[config.mk]
export PLATFORM = sky130hd
export DESIGN_NAME = branch_resolver
export DESIGN_NICKNAME = d
export VERILOG_FILES = /design/src/rtl/branch_resolver.sv
export SDC_FILE = /design/constraint.sdc
export NUM_CORES = 1
export LEC_CHECK = 0
export BUFFER_PORTS_ARGS = -buffer_cell sky130_fd_sc_hd__buf_2
export CORE_MARGIN = 2
export CORE_UTILIZATION = 40
export DETAILED_ROUTE_END_ITERATION = 8
export GPL_TIMING_DRIVEN = 0
export PLACE_DENSITY_LB_ADDON = 0.3
export SLEW_MARGIN = 20
export SYNTH_ARGS = -nofsm -noshare
export SYNTH_HDL_FRONTEND = slang
export SYNTH_SLANG_ARGS = --single-unit
[constraint.sdc]
create_clock -name iclk -period 3 [get_ports iclk]
set_clock_uncertainty 0.2 [all_clocks]
set_input_delay 0.15 -clock iclk [delete_from_list [all_inputs] [get_ports iclk]]
set_output_delay 0.15 -clock iclk [all_outputs]
set_load 0.005 [all_outputs]
[src/rtl/branch_resolver.sv]
// RV32I branch/jump resolver: evaluates the condition from ALU compare flags, computes the
// redirect target, and queues the decision in a 2-entry valid/ready FIFO with saturating statistics.
module branch_resolver #(
    parameter int MP_DATA_WIDTH = 32,
    parameter int MP_CNT_WIDTH  = 16
) (
    input  logic                     iclk,
    input  logic                     irst_n,
    input  logic                     ivalid,
    output logic                     oready,
    input  logic [1:0]               ikind,
    input  logic [2:0]               ifunct3,
    input  logic                     izero,
    input  logic                     inegative,
    input  logic                     ioverflow,
    input  logic                     icarry,
    input  logic [MP_DATA_WIDTH-1:0] ipc,
    input  logic [MP_DATA_WIDTH-1:0] iimm,
    input  logic [MP_DATA_WIDTH-1:0] irs1,
    output logic                     ovalid,
    input  logic                     iready,
    output logic                     otaken,
    output logic [MP_DATA_WIDTH-1:0] otarget,
    output logic                     oillegal,
    output logic [MP_CNT_WIDTH-1:0]  obr_count,
    output logic [MP_CNT_WIDTH-1:0]  otaken_count
);

    typedef struct packed {
        logic                     taken;
        logic                     illegal;
        logic [MP_DATA_WIDTH-1:0] target;
    } entry_t;

    typedef enum logic [1:0] {EMPTY, ONE, FULL} occ_e;

    occ_e   state_q, state_d;
    entry_t new_entry;
    entry_t mem [2];
    logic   rd_ptr, wr_ptr;
    logic   push, pop;
    logic   cond_met;

    logic [MP_DATA_WIDTH-1:0] seq_target, rel_target, jalr_sum;

    assign seq_target = ipc + MP_DATA_WIDTH'(4);
    assign rel_target = ipc + iimm;
    assign jalr_sum   = irs1 + iimm;

    // NOTE: every variable in a combinational block gets a default first so no latch is inferred.
    always_comb begin
        cond_met          = 1'b0;
        new_entry.taken   = 1'b0;
        new_entry.illegal = 1'b0;
        new_entry.target  = seq_target;
        case (ifunct3)
            3'b000:  cond_met = izero;
            3'b001:  cond_met = ~izero;
            3'b100:  cond_met = inegative ^ ioverflow;
            3'b101:  cond_met = ~(inegative ^ ioverflow);
            3'b110:  cond_met = ~icarry;
            3'b111:  cond_met = icarry;
            default: cond_met = 1'b0;
        endcase
        case (ikind)
            2'd0: begin
                new_entry.illegal = (ifunct3 == 3'b010) || (ifunct3 == 3'b011);
                new_entry.taken   = cond_met && !new_entry.illegal;
                if (new_entry.taken) new_entry.target = rel_target;
            end
            2'd1: begin
                new_entry.taken  = 1'b1;
                new_entry.target = rel_target;
            end
            2'd2: begin
                new_entry.taken  = 1'b1;
                new_entry.target = {jalr_sum[MP_DATA_WIDTH-1:1], 1'b0};
            end
            default: new_entry.illegal = 1'b1;
        endcase
    end

    assign oready = (state_q != FULL);
    assign ovalid = (state_q != EMPTY);
    assign push   = ivalid && oready;
    assign pop    = ovalid && iready;

    always_comb begin
        state_d = state_q;
        case (state_q)
            EMPTY:   if (push) state_d = ONE;
            ONE:     if (push && !pop) state_d = FULL;
                     else if (pop && !push) state_d = EMPTY;
            FULL:    if (pop) state_d = ONE;
            default: state_d = EMPTY;
        endcase
    end

    // NOTE: state and pointers use non-blocking assignments so every flop samples pre-edge values.
    always_ff @(posedge iclk or negedge irst_n) begin
        if (!irst_n) begin
            state_q <= EMPTY;
            rd_ptr  <= 1'b0;
            wr_ptr  <= 1'b0;
        end else begin
            state_q <= state_d;
            rd_ptr  <= rd_ptr ^ pop;
            wr_ptr  <= wr_ptr ^ push;
        end
    end

    // NOTE: entry storage is not reset; outputs are gated by ovalid, so stale contents never escape.
    always_ff @(posedge iclk) begin
        if (push) mem[wr_ptr] <= new_entry;
    end

    assign otaken   = ovalid && mem[rd_ptr].taken;
    assign oillegal = ovalid && mem[rd_ptr].illegal;
    assign otarget  = ovalid ? mem[rd_ptr].target : '0;

    // Statistics count on acceptance and stick at all-ones.
    always_ff @(posedge iclk or negedge irst_n) begin
        if (!irst_n) begin
            obr_count    <= '0;
            otaken_count <= '0;
        end else if (push) begin
            if (ikind == 2'd0 && obr_count != '1)     obr_count    <= obr_count + 1'b1;
            if (new_entry.taken && otaken_count != '1) otaken_count <= otaken_count + 1'b1;
        end
    end

endmodule

# After elaboration in Yosys (flattened, before gate mapping)
# Memories as Yosys holds them, arrays and structs flattened.
# Cells that the tools add are included.
# word_totals
register_bits	36
latch_bits	0
ramBits	68
rom_bits	0
out_inout_bits	68
word_cells	68
memories	1
# mem_list
name	words	width	read_ports	rd_ports_with_merged_regs	wr	line	source
mem	2	34	1	0	1	39	entry_t mem [2];
# op_classes
add_sub_neg	5
n_mul	0
div_mod_pow	0
magnitude_cmp	0
eq_ne	17
shift	0
muxes	13
bitwise_logic	6
reduce_logical	21
# op_table
op	n
one-hot mux 32 bit (3 select lines)	1
adder 32 bit	2
2-to-1 mux 32 bit	2
adder 16 x 1 -> 16 bit, second input constant	2
adder 32 x 3 -> 32 bit, second input constant	1
!= test 16 bit, second input constant	2
equality test 3 bit, second input constant	4
logical AND 1 bit	9
2-to-1 mux 2 bit	4
equality test 3 x 2 -> 1 bit, second input constant	2
!= test 2 bit, second input constant	3
one-hot mux 1 bit (6 select lines)	1
one-hot mux 2 bit (3 select lines)	1
equality test 2 x 1 -> 1 bit, second input constant	2
equality test 2 bit, second input constant	2
zero test 2 bit	2
one-hot mux 1 bit (2 select lines)	2
AND reduction 2 bit	2
equality test 3 x 1 -> 1 bit, second input constant	1
zero test 1 bit	3
zero test 3 bit	1
!= test 3 bit, second input constant	1
inverter 1 bit	3
AND reduction 3 bit	1
5 further kinds	8

# Logic depth before layout (Yosys ltp)
# Gate-level depths: netlist (run 1).
# logic_depth
ltp_word	7
depth_mapped	11

# Worst setup path before layout (run 1)
# No wires, ideal clock.
# synth_timing
path_type	input to register
startpoint	in ipc[0]
endpoint	mem mem[0][28] (netlist bit), data pin
arrival_time_ns	2.469
required_ns	2.530
setup_slack_ns	0.061
cell_stages	11
path_buffers	0
path_cell_list	ha_1 > inv_1 > fa_1 > nand2b_1 > a2111oi_2 > o311ai_1 > a21oi_1 > a21oi_1 > o31ai_1 > mux2i_1 > or3_1
# synth_rtl
item	line	source
from (decl)	17	input logic [MP_DATA_WIDTH-1:0] ipc,
to (decl)	39	

==> flow_summary.yaml, run 1 <==
status:
  status: "completed"
clock_tree:
  cts_tree: "yes"
  clk_pin_slew_ns: 0.07
  cts_inserted_buffers: 9
  clock_latency_ns: 0.34
  clk_path_buf_depth: 2
  h-tree-depth: 3
  root_buffer: "clkbuf_16"
  clock-sinks: 104
power:
  power_density_nw_per_um2: 559
  vdd_drop_max_v: 0.000318
  p_leak_nw: 4.60
global_routing:
  grt_max_degree: 37
  gr-total-overflow: 0
  grt_pass1_vias: 7651
  gr-usage-all-layers_pct: 20.8
  grt_pass1_wl_um: 39200
  antenna_found_initial: 0
detailed_routing:
  drc: 0
  first_iter_violations: 622
  routed_wl_um: 25200
  viasPerCell: 5.58
  vias: 8155
  postRouteAntennaNets: 0
  wl_met3_um: 1200
  wl_met2_um: 11500
  drt-met1-wl_um: 12000
  wl_per_cell_um: 17.2
  top_layer: "met4"
  drtPass1Iterations: 5
finish:
  nets: 1359
  syn_to_final_growth_pct: 19.9
  final_cell_mix: "buf_2, nand2_1, nor2_1"
  layout_commonest_cell: "buf_2"
  fin_area_um2: 10600
  finalNonFillerCells: 1462
  postLayoutCoreUtil_pct: 48.8
  drive_above_1_share_pct: 20.3
  diodes: 0
logic_synthesis:
  synth_area_leaders: "edfxtp_1, dfrtp_1, ha_1"
  netlist_area_um2: 8850
  async_flop_share_pct: 34.6
  synthFlopType: "edfxtp_1"
  synth_top_area_share_pct: 23.1
  synth.avg_cell_area_um2: 9.02
  synth_top_area_cell: "edfxtp_1"
  synth_edf_count: 68
  yosysUniqueCellTypes: 76
  yosys_warnings: 0
  syn_nets: 1164
  ys_seq_elements: 104
  synthCells: 982
  yosysSeqAreaShare_pct: 33.2
placed_design:
  place_hpwl_um: 20500
  dp_cells: 1440
  dpl_cell_area_um2: 10200
  gp_congestion: 0.955
  port_buffers: 176
die:
  die_area_um2: 23300
  die_h_um: 153
  fp.coreArea_um2: 21800
  rows: 54
  initial_core_util_pct: 40.7
  dieWidth_um: 153
  ios: 177
sta:
  max_freq_mhz: 334
  hold_viol_final: 0
  slew_headroom_pct: 22.1
  finalSetupViolCount: 0
  worst_pin_slew_ns: 1.16
  rsz0062_at_grt: "yes"
  whs_ns: 0.0824
  slew_violations: 0
  fin_crit_sh_pct: 99.8
  period_needed_ns: 2.99
worst_setup_path:
  cp_num_buf_inv: 2
  path_class: "in2reg"
  crit_path_top_delay_cell: "a2111oi_4"
  cp-start-kind: "input port"
  slowest_delay_ns: 0.46
  critPathTopFamily: "compound AO/OA/AOI/OAI gates"
  end_kind: "flop"
  crit_required_ns: 2.87
  arrival_ns: 2.86
  path_cells: "buf_2, ha_2, inv_1, fa_1, nand2b_4, a2111oi_4, o311ai_4, a21oi_2, a21oi_2, o31ai_2, mux2i_1, or3_1"
  critPathMaxFanout: 4
  cp_common_cell: "a21oi_2"
job:
  drv_cap: 0
worst_hold_path:
  hold_path.class: "in2reg"
-- cells by family (layout without fill, tap and decap cells) --
group                      after synthesis  in the layout  synth area share [%]
AOI/OAI and AO/OA                      246            246                  18.9
and+or+nand+nor                        332            332                  18.0
xor gates and xnor gates               110            110                  11.0
DFF                                    104            104                  33.2
adders and majority gates               73             73                  10.5
buffers and inverters                   72            272                  3.19
muxes                                   45             45                  5.12
-- cell usage after synthesis (all sizes together) (9+ instances only) --
cell / number
ha: 71
o211ai: 9
a21o: 18
nand3: 45
mux2i: 43
nand2: 97
clkbuf: 30
nor3: 12
inv: 35
o22ai: 15
nand2b: 13
o221ai: 14
dfrtp: 36
nor2: 85
xor2: 43
a21oi: 70
nor2b: 9
xnor2: 66
and3: 12
o21ai: 43
nand4: 22
edfxtp: 68
a22oi: 10
-- state kept, by name, indices dropped and copies added, names as in the netlist --
signal / count
mem: 68
obr_count: 16
otaken_count: 16
rd_ptr: 1
state_q: 2
wr_ptr: 1
-- per-layer routing --
| metal | vias up | GRT usage [%] |
|---|---|---|
| met5 | - | 0 |
| met4 | 0 | 4.94 |
| met3 | 29 | 2.16 |
| met2 | 244 | 34.0 |
| met1 | 3859 | 29.7 |
| li1 | 4023 | - |
-- worst reg2reg max path, stage by stage (launching register included) --
cell and delay, ns:
dfrtp_1 0.40, and2_1 0.20, and4_1 0.25, nand4_1 0.14, o311a_1 0.27, nand4_1 0.22
nor2_1 0.32, nand4_1 0.16, xnor2_1 0.15
-- timing repair --
item / CTS / global route
setup endpoints to repair: 6 / 34
pin swaps: 2 / 4
buffers inserted: 0 / 2
hold endpoints to repair: 41 / 0
resized for setup: 8 / 12
hold buffers: 4 / 0
-- through the flow --
step                setup slack (ns)  setup TNS, ns  total power, mW
global route                 -0.0601         -0.197             6.30
finish                       0.00722              0             5.93
global placement              -0.603         -11.47             4.60
CTS                          0.00369              0             5.95
detailed placement            -0.562         -10.12             4.70
floorplan                     0.0611              0             3.66
-- area by class of cell --
cell class              instances  area (µm²)
multi-input cells             806        5730
clock inverters                 7        93.8
plain buffers                  37         154
well taps                     280         350
clock buffers                   9         225
repair buffers                184         991
inverters                      35         131
flip-flops and latches        104        2940
fillers                      2118       11100
-- where the power goes --
group	switching (mW)	total, mW	internal (mW)
Combinational	1.52	2.61	1.08
Clock	0.511	1.24	0.732
Sequential	0.150	2.08	1.93
-- worst paths after layout --
path	depth (start not counted)	slack (ns)	startpoint	to
worst max-delay path	12	0.007	iimm[0]	mem[0][28]
worst min-delay path	3	0.08	ifunct3[1]	mem[0][32]
worst min register to register	1	0.29	obr_count[8]	obr_count[8]
worst max register to register	8	0.57	obr_count[8]	obr_count[11]
min in group asynchronous	2	0.23	irst_n	otaken_count[10]
max in group asynchronous	2	1.85	irst_n	state_q[1]
Power figures use the tool's default switching activity.
==> inputs of run 2 (changes only) <==
--- a/config.mk
+++ b/config.mk
@@ -11,6 +11,7 @@
 export DETAILED_ROUTE_END_ITERATION = 8
 export GPL_TIMING_DRIVEN = 0
 export PLACE_DENSITY_LB_ADDON = 0.3
+export SETUP_SLACK_MARGIN = 0.3
 export SLEW_MARGIN = 20
 export SYNTH_ARGS = -nofsm -noshare
 export SYNTH_HDL_FRONTEND = slang
==> run 2 against run 1 <==
  * Final area rose by 2.7%
  * Non-clock buffer count grew 7
  * Cell count is 0.48% higher
  * Clock power is 9.7% lower
  * Register-to-register slack hardly changed
  * Global-route usage is 0.13 points higher
  * Sequential share of layout area is 0.74 points lower
  * Hold slack got worse by 0.024 ns
  * Maximum frequency is 9.5% higher
  * Critical path depth is 2 lower
==> flow_summary.yaml, run 2 (same netlist as run 1, synthesis figures left out) <==
die:
  dieWidth_um: 153
  die_area_um2: 23300
  rows: 54
  fp.coreArea_um2: 21800
  ios: 177
  initial_core_util_pct: 40.7
  die_h_um: 153
power:
  fin_total_pwr_mw: 5.88
  vdd_drop_max_v: 0.000309
  p_leak_nw: 4.67
  power_density_nw_per_um2: 539
worst_setup_path:
  crit_path_top_delay_cell: "or4_4"
  critPathTopFamily: "compound AO/OA/AOI/OAI gates"
  end_kind: "flop"
  critPathMaxFanout: 6
  slowest_delay_ns: 0.53
  cp_num_buf_inv: 1
  setup.worst_path.start: "ipc[16]"
  arrival_ns: 2.60
  path_cells: "buf_2, ha_1, a21oi_2, o21ai_0, o22a_1, a211oi_4, o21ai_4, a31oi_4, mux2i_1, or4_4"
  crit_required_ns: 2.87
  path_class: "in2reg"
  regToRegStartpoint: "obr_count[8]"
  cp-start-kind: "input port"
finish:
  reg.largest.list: "mem (68), obr_count (16), otaken_count (16)"
  diodes: 0
  register_area_um2: 2940
  nets: 1366
  largest_reg_flops: 68
  final_cell_mix: "buf_2, nand2_1, nor2_1"
  postLayoutCoreUtil_pct: 50.1
  multi_input_area_um2: 5960
  syn_to_final_growth_pct: 23.2
  n_fill_cell: 2121
  drive_above_1_share_pct: 24.8
  layout_commonest_cell: "buf_2"
  max_flop_register: "mem"
global_routing:
  grt_pass1_wl_um: 39500
  grt_pass1_vias: 7650
  antenna_found_initial: 0
  gr-usage-all-layers_pct: 20.9
  gr-total-overflow: 0
  grt_max_degree: 37
detailed_routing:
  first_iter_violations: 500
  drtPass1Iterations: 5
  drc: 0
  postRouteAntennaNets: 0
  vias: 8188
  routed_wl_um: 25300
  viasPerCell: 5.57
  wl_per_cell_um: 17.3
clock_tree:
  cts_inserted_buffers: 9
  cts_tree: "yes"
  clock_latency_ns: 0.34
  clk_path_buf_depth: 2
  clock-sinks: 104
  clk_pin_slew_ns: 0.08
  h-tree-depth: 3
  root_buffer: "clkbuf_16"
placed_design:
  place_hpwl_um: 20500
  port_buffers: 176
  gp_congestion: 0.960
sta:
  fin_crit_sh_pct: 91.1
  finalSetupViolCount: 0
  slew_headroom_pct: 46.6
  slew_violations: 0
  max_freq_mhz: 366
  hold_viol_final: 0
  rsz0062_at_grt: "yes"
  period_needed_ns: 2.73
  worst_pin_slew_ns: 0.801
worst_hold_path:
  hold_path.class: "in2reg"
  worstHoldStart: "ipc[0]"
status:
  status: "completed"
job:
  drv_cap: 0
-- run 2: path summary, 6_finish.rpt --
path | to | slack [ns] | cells past startpoint
max | mem[0][31] | 0.27 | 10
min | mem[1][0] | 0.06 | 3
max reg2reg | obr_count[11] | 0.58 | 8
min reg2reg | obr_count[14] | 0.29 | 1
max in group asynchronous | obr_count[7] | 1.85 | 2
min in group asynchronous | otaken_count[6] | 0.23 | 2
-- run 2: report_power, final --
group / total (mW) / switching, mW / internal [mW] / leakage [nW]
registers: 2.09 / 0.156 / 1.93 / 1.12
clock network: 1.12 / 0.539 / 0.579 / 0.132
logic: 2.67 / 1.54 / 1.13 / 3.42
total: 5.88 / 2.24 / 3.64 / 4.67
-- run 2: what timing repair did --
| action | 4_1_cts | 5_1_grt |
|---|---|---|
| hold buffers | 3 | 0 |
| resized for setup | 22 | 54 |
| setup endpoints to repair | 40 | 39 |
| hold endpoints to repair | 39 | 0 |
| cloned | 0 | 0 |
| pin swaps | 9 | 26 |
| setup buffers | 3 | 7 |
-- run 2: layout make-up --
cell class	instances	area share [%]
inverters	35	1.20
clock buffers	9	2.06
flip-flops and latches	104	27.0
well taps	280	3.21
multi-input cells	806	54.7
clock inverters	7	0.574
repair buffers	191	9.75
plain buffers	37	1.55
-- run 2: per-layer routing --
| metal | routed length (µm) | vias up | GRT usage, % | share of wire, % |
|---|---|---|---|---|
| li1 | - | 4029 | - | - |
| met1 | 11900 | 3835 | 29.8 | 47 |
| met2 | 11500 | 295 | 33.7 | 45 |
| met3 | 1580 | 29 | 3.16 | 6.3 |
| met4 | 424 | 0 | 4.81 | 1.7 |
| met5 | 0 | - | 0 | 0 |
-- run 2: through the flow --
step           worst slack (ns)  instance area (µm²)  instances  hold WS [ns]  TNS [ns]
2_1_floorplan             0.305                 8960        982        -0.346         0
3_3_place_gp             -0.507                10200       1438        0.0765    -10.63
3_5_place_dp             -0.434                10300       1440        0.0868     -9.59
4_1_cts                   0.279                10700       1462        0.0201         0
5_1_grt                   0.245                10900       1469        0.0546         0
6_report                  0.266                10900       1469        0.0589         0
-- run 2: worst register-to-register path: stages, from the launching register on --
cell	delay (ns)
dfrtp_1	0.41
and2_1	0.20
and4_1	0.25
nand4_1	0.13
o311a_1	0.28
nand4_1	0.23
nor2_1	0.32
nand4_1	0.15
xnor2_1	0.14
==> inputs of run 3 (changes only) <==
--- a/config.mk
+++ b/config.mk
@@ -7,7 +7,7 @@
 export LEC_CHECK = 0
 export BUFFER_PORTS_ARGS = -buffer_cell sky130_fd_sc_hd__buf_2
 export CORE_MARGIN = 2
-export CORE_UTILIZATION = 40
+export CORE_UTILIZATION = 57
 export DETAILED_ROUTE_END_ITERATION = 8
 export GPL_TIMING_DRIVEN = 0
 export PLACE_DENSITY_LB_ADDON = 0.3
==> run 3 against run 2 <==
  * Count of clock-buffer cells in the layout grew 1
  * Hold slack gained 0.025 ns
  * Critical path depth grew 2
  * First-iteration DRC count grew 35%
  * Maximum frequency shrank 0.95%
  * Sequential share of layout area is the same
  * Routed wire length shrank 0.96%
  * Non-clock buffer count grew 6
  * Via count grew 3.2%
  * Cell count shrank 5.9%
  * Sequential power is essentially flat
  * Power grew 3.1%
  * Largest power group unchanged
==> flow_summary.yaml, run 3 (same netlist as run 1, synthesis figures left out) <==
die:
  ios: 177
  dieWidth_um: 129
  die_area_um2: 16500
  die_h_um: 129
  initial_core_util_pct: 58.2
  fp.coreArea_um2: 15200
  rows: 45
clock_tree:
  h-tree-depth: 3
  clk_pin_slew_ns: 0.07
  clock_latency_ns: 0.34
  clock-sinks: 104
  clk_path_buf_depth: 2
  root_buffer: "clkbuf_16"
  cts_inserted_buffers: 9
  cts_tree: "yes"
worst_setup_path:
  path_class: "in2reg"
  critPathMaxFanout: 3
  path_cells: "buf_2, inv_1, fa_2, nor2b_2, o21bai_1, a21oi_2, o211ai_1, buf_4, a21boi_2, o211ai_1, a31o_2, or3_4"
  arrival_ns: 2.64
  end_kind: "flop"
  timing.rr.end: "otaken_count[10]"
  cp-start-kind: "input port"
  cp_common_cell: "o211ai_1"
  cp_num_buf_inv: 3
  r2r_slack_ns: 0.52
  crit_required_ns: 2.89
  crit_path_top_delay_cell: "fa_2"
  critPathTopFamily: "compound AO/OA/AOI/OAI gates"
  slowest_delay_ns: 0.43
  r2r_cells: 9
  regToRegStartpoint: "otaken_count[3]"
finish:
  n_fill_cell: 1168
  postLayoutCoreUtil_pct: 71.8
  largest_reg_flops: 68
  final_cell_mix: "buf_2, nand2_1, nor2_1"
  syn_to_final_growth_pct: 23.2
  diodes: 0
  max_flop_register: "mem"
  layout_commonest_cell: "buf_2"
  nets: 1372
  drive_above_1_share_pct: 24.9
  fin_area_um2: 10900
  reg.largest.list: "mem (68), obr_count (16), otaken_count (16)"
placed_design:
  dpl_cell_area_um2: 10100
  port_buffers: 176
  gp_congestion: 0.970
  place_hpwl_um: 19600
power:
  p_leak_nw: 4.74
  seqPwrFrac_pct: 34.7
  p_sw_share_pct: 37.0
  clkPwrFrac_pct: 20.5
  switchingPower_mw: 2.24
  internal-power_mw: 3.82
  power_density_nw_per_um2: 556
  vdd_drop_max_v: 0.000377
  combPwrFrac_pct: 44.9
worst_hold_path:
  whs_endpoint: "mem[1][32]"
  worstHoldStart: "ifunct3[1]"
  hold-path-cell-count: 3
  hold_path.class: "in2reg"
detailed_routing:
  vias: 8454
  postRouteAntennaNets: 0
  viasPerCell: 6.11
  wl_per_cell_um: 18.1
  first_iter_violations: 677
  routed_wl_um: 25100
  drtPass1Iterations: 6
  drc: 0
global_routing:
  grt_pass1_wl_um: 38900
  gr-usage-all-layers_pct: 29.4
  antenna_found_initial: 0
  gr-total-overflow: 0
  grt_max_degree: 37
  grt_pass1_vias: 7922
sta:
  slew_headroom_pct: 47.1
  slew_violations: 0
  max_freq_mhz: 362
  finalSetupViolCount: 0
  rsz0062_at_grt: "yes"
  period_needed_ns: 2.76
  fin_crit_sh_pct: 92.0
  hold_viol_final: 0
  whs_ns: 0.0843
  worst_pin_slew_ns: 0.793
job:
  drv_cap: 0
status:
  status: "completed"
[run 3: cell count changes in the layout (fill, tap and decap cells not counted), sizes merged]
| cell | change |
|---|---|
| buf | +4 |
| clkbuf | +2 |
| clkinv | +1 |
| inv | -1 |
| dlygate4sd3 | +1 |
| clkinvlp | -3 |
| bufinv | +2 |
[run 3: power groups by stage]
stage               logic, mW  clock network (mW)  registers (mW)
finish                   2.72                1.24            2.10
floorplan                1.59                   0            2.09
global placement         2.45                   0            2.11
detailed placement       2.56                   0            2.12
global route             2.96                1.32            2.13
CTS                      2.61                1.25            2.10
[run 3: worst register-to-register path: stages, from the launching register on]
cell,delay [ns]
dfrtp_1,0.43
and4_1,0.23
and3_1,0.23
and4_1,0.29
nand4_1,0.14
o211a_2,0.32
and2_1,0.16
buf_2,0.16
nand4_1,0.12
xnor2_1,0.12
[run 3: final cells by class]
class,count,area (µm²),area share (%)
Tap cell,188,235,2.16
Multi-Input combinational cell,806,5990,54.9
Timing Repair Buffer,197,1120,10.3
Clock inverter,6,90.1,0.826
Buffer,37,168,1.54
Inverter,35,131,1.20
Clock buffer,10,229,2.10
Sequential cell,104,2940,27.0
[run 3: timing repair]
item,4_1_cts,5_1_grt
hold buffers,4,0
gates cloned,0,0
hold endpoints to repair,41,0
pin swaps,11,24
endpoints found under the setup margin,36,53
buffers inserted,4,11
resized for setup,16,68
[run 3: how the worst max path moves through the flow]
stage | start | end | slack, ns | cells after the start
after CTS | ipc[3] | mem[0][26] | 0.24 | 10
after detailed placement | iimm[1] | mem[1][28] | -0.46 | 11
after floorplan | iimm[1] | mem[0][28] | 0.31 | 10
final | iimm[1] | mem[1][28] | 0.24 | 12
after global routing | iimm[1] | mem[0][28] | 0.19 | 12
after global placement | iimm[1] | mem[1][28] | -0.44 | 11
[run 3: routing by layer]
| metal | wire (µm) | track usage, % | vias up |
|---|---|---|---|
| met5 | 0 | 0 | - |
| met4 | 522 | 7.99 | 0 |
| met3 | 2190 | 4.20 | 45 |
| met2 | 11600 | 47.9 | 399 |
| met1 | 10800 | 41.3 | 3963 |
| li1 | - | - | 4047 |
[run 3: stage by stage]
| stage | std cells | setup slack (ns) | setup TNS [ns] | power [mW] |
|---|---|---|---|---|
| 2_1_floorplan | 982 | 0.305 | 0 | 3.68 |
| 3_3_place_gp | 1346 | -0.441 | -5.18 | 4.56 |
| 3_5_place_dp | 1348 | -0.456 | -5.03 | 4.68 |
| 4_1_cts | 1372 | 0.240 | 0 | 5.95 |
| 5_1_grt | 1383 | 0.191 | 0 | 6.41 |
| 6_report | 1383 | 0.240 | 0 | 6.06 |
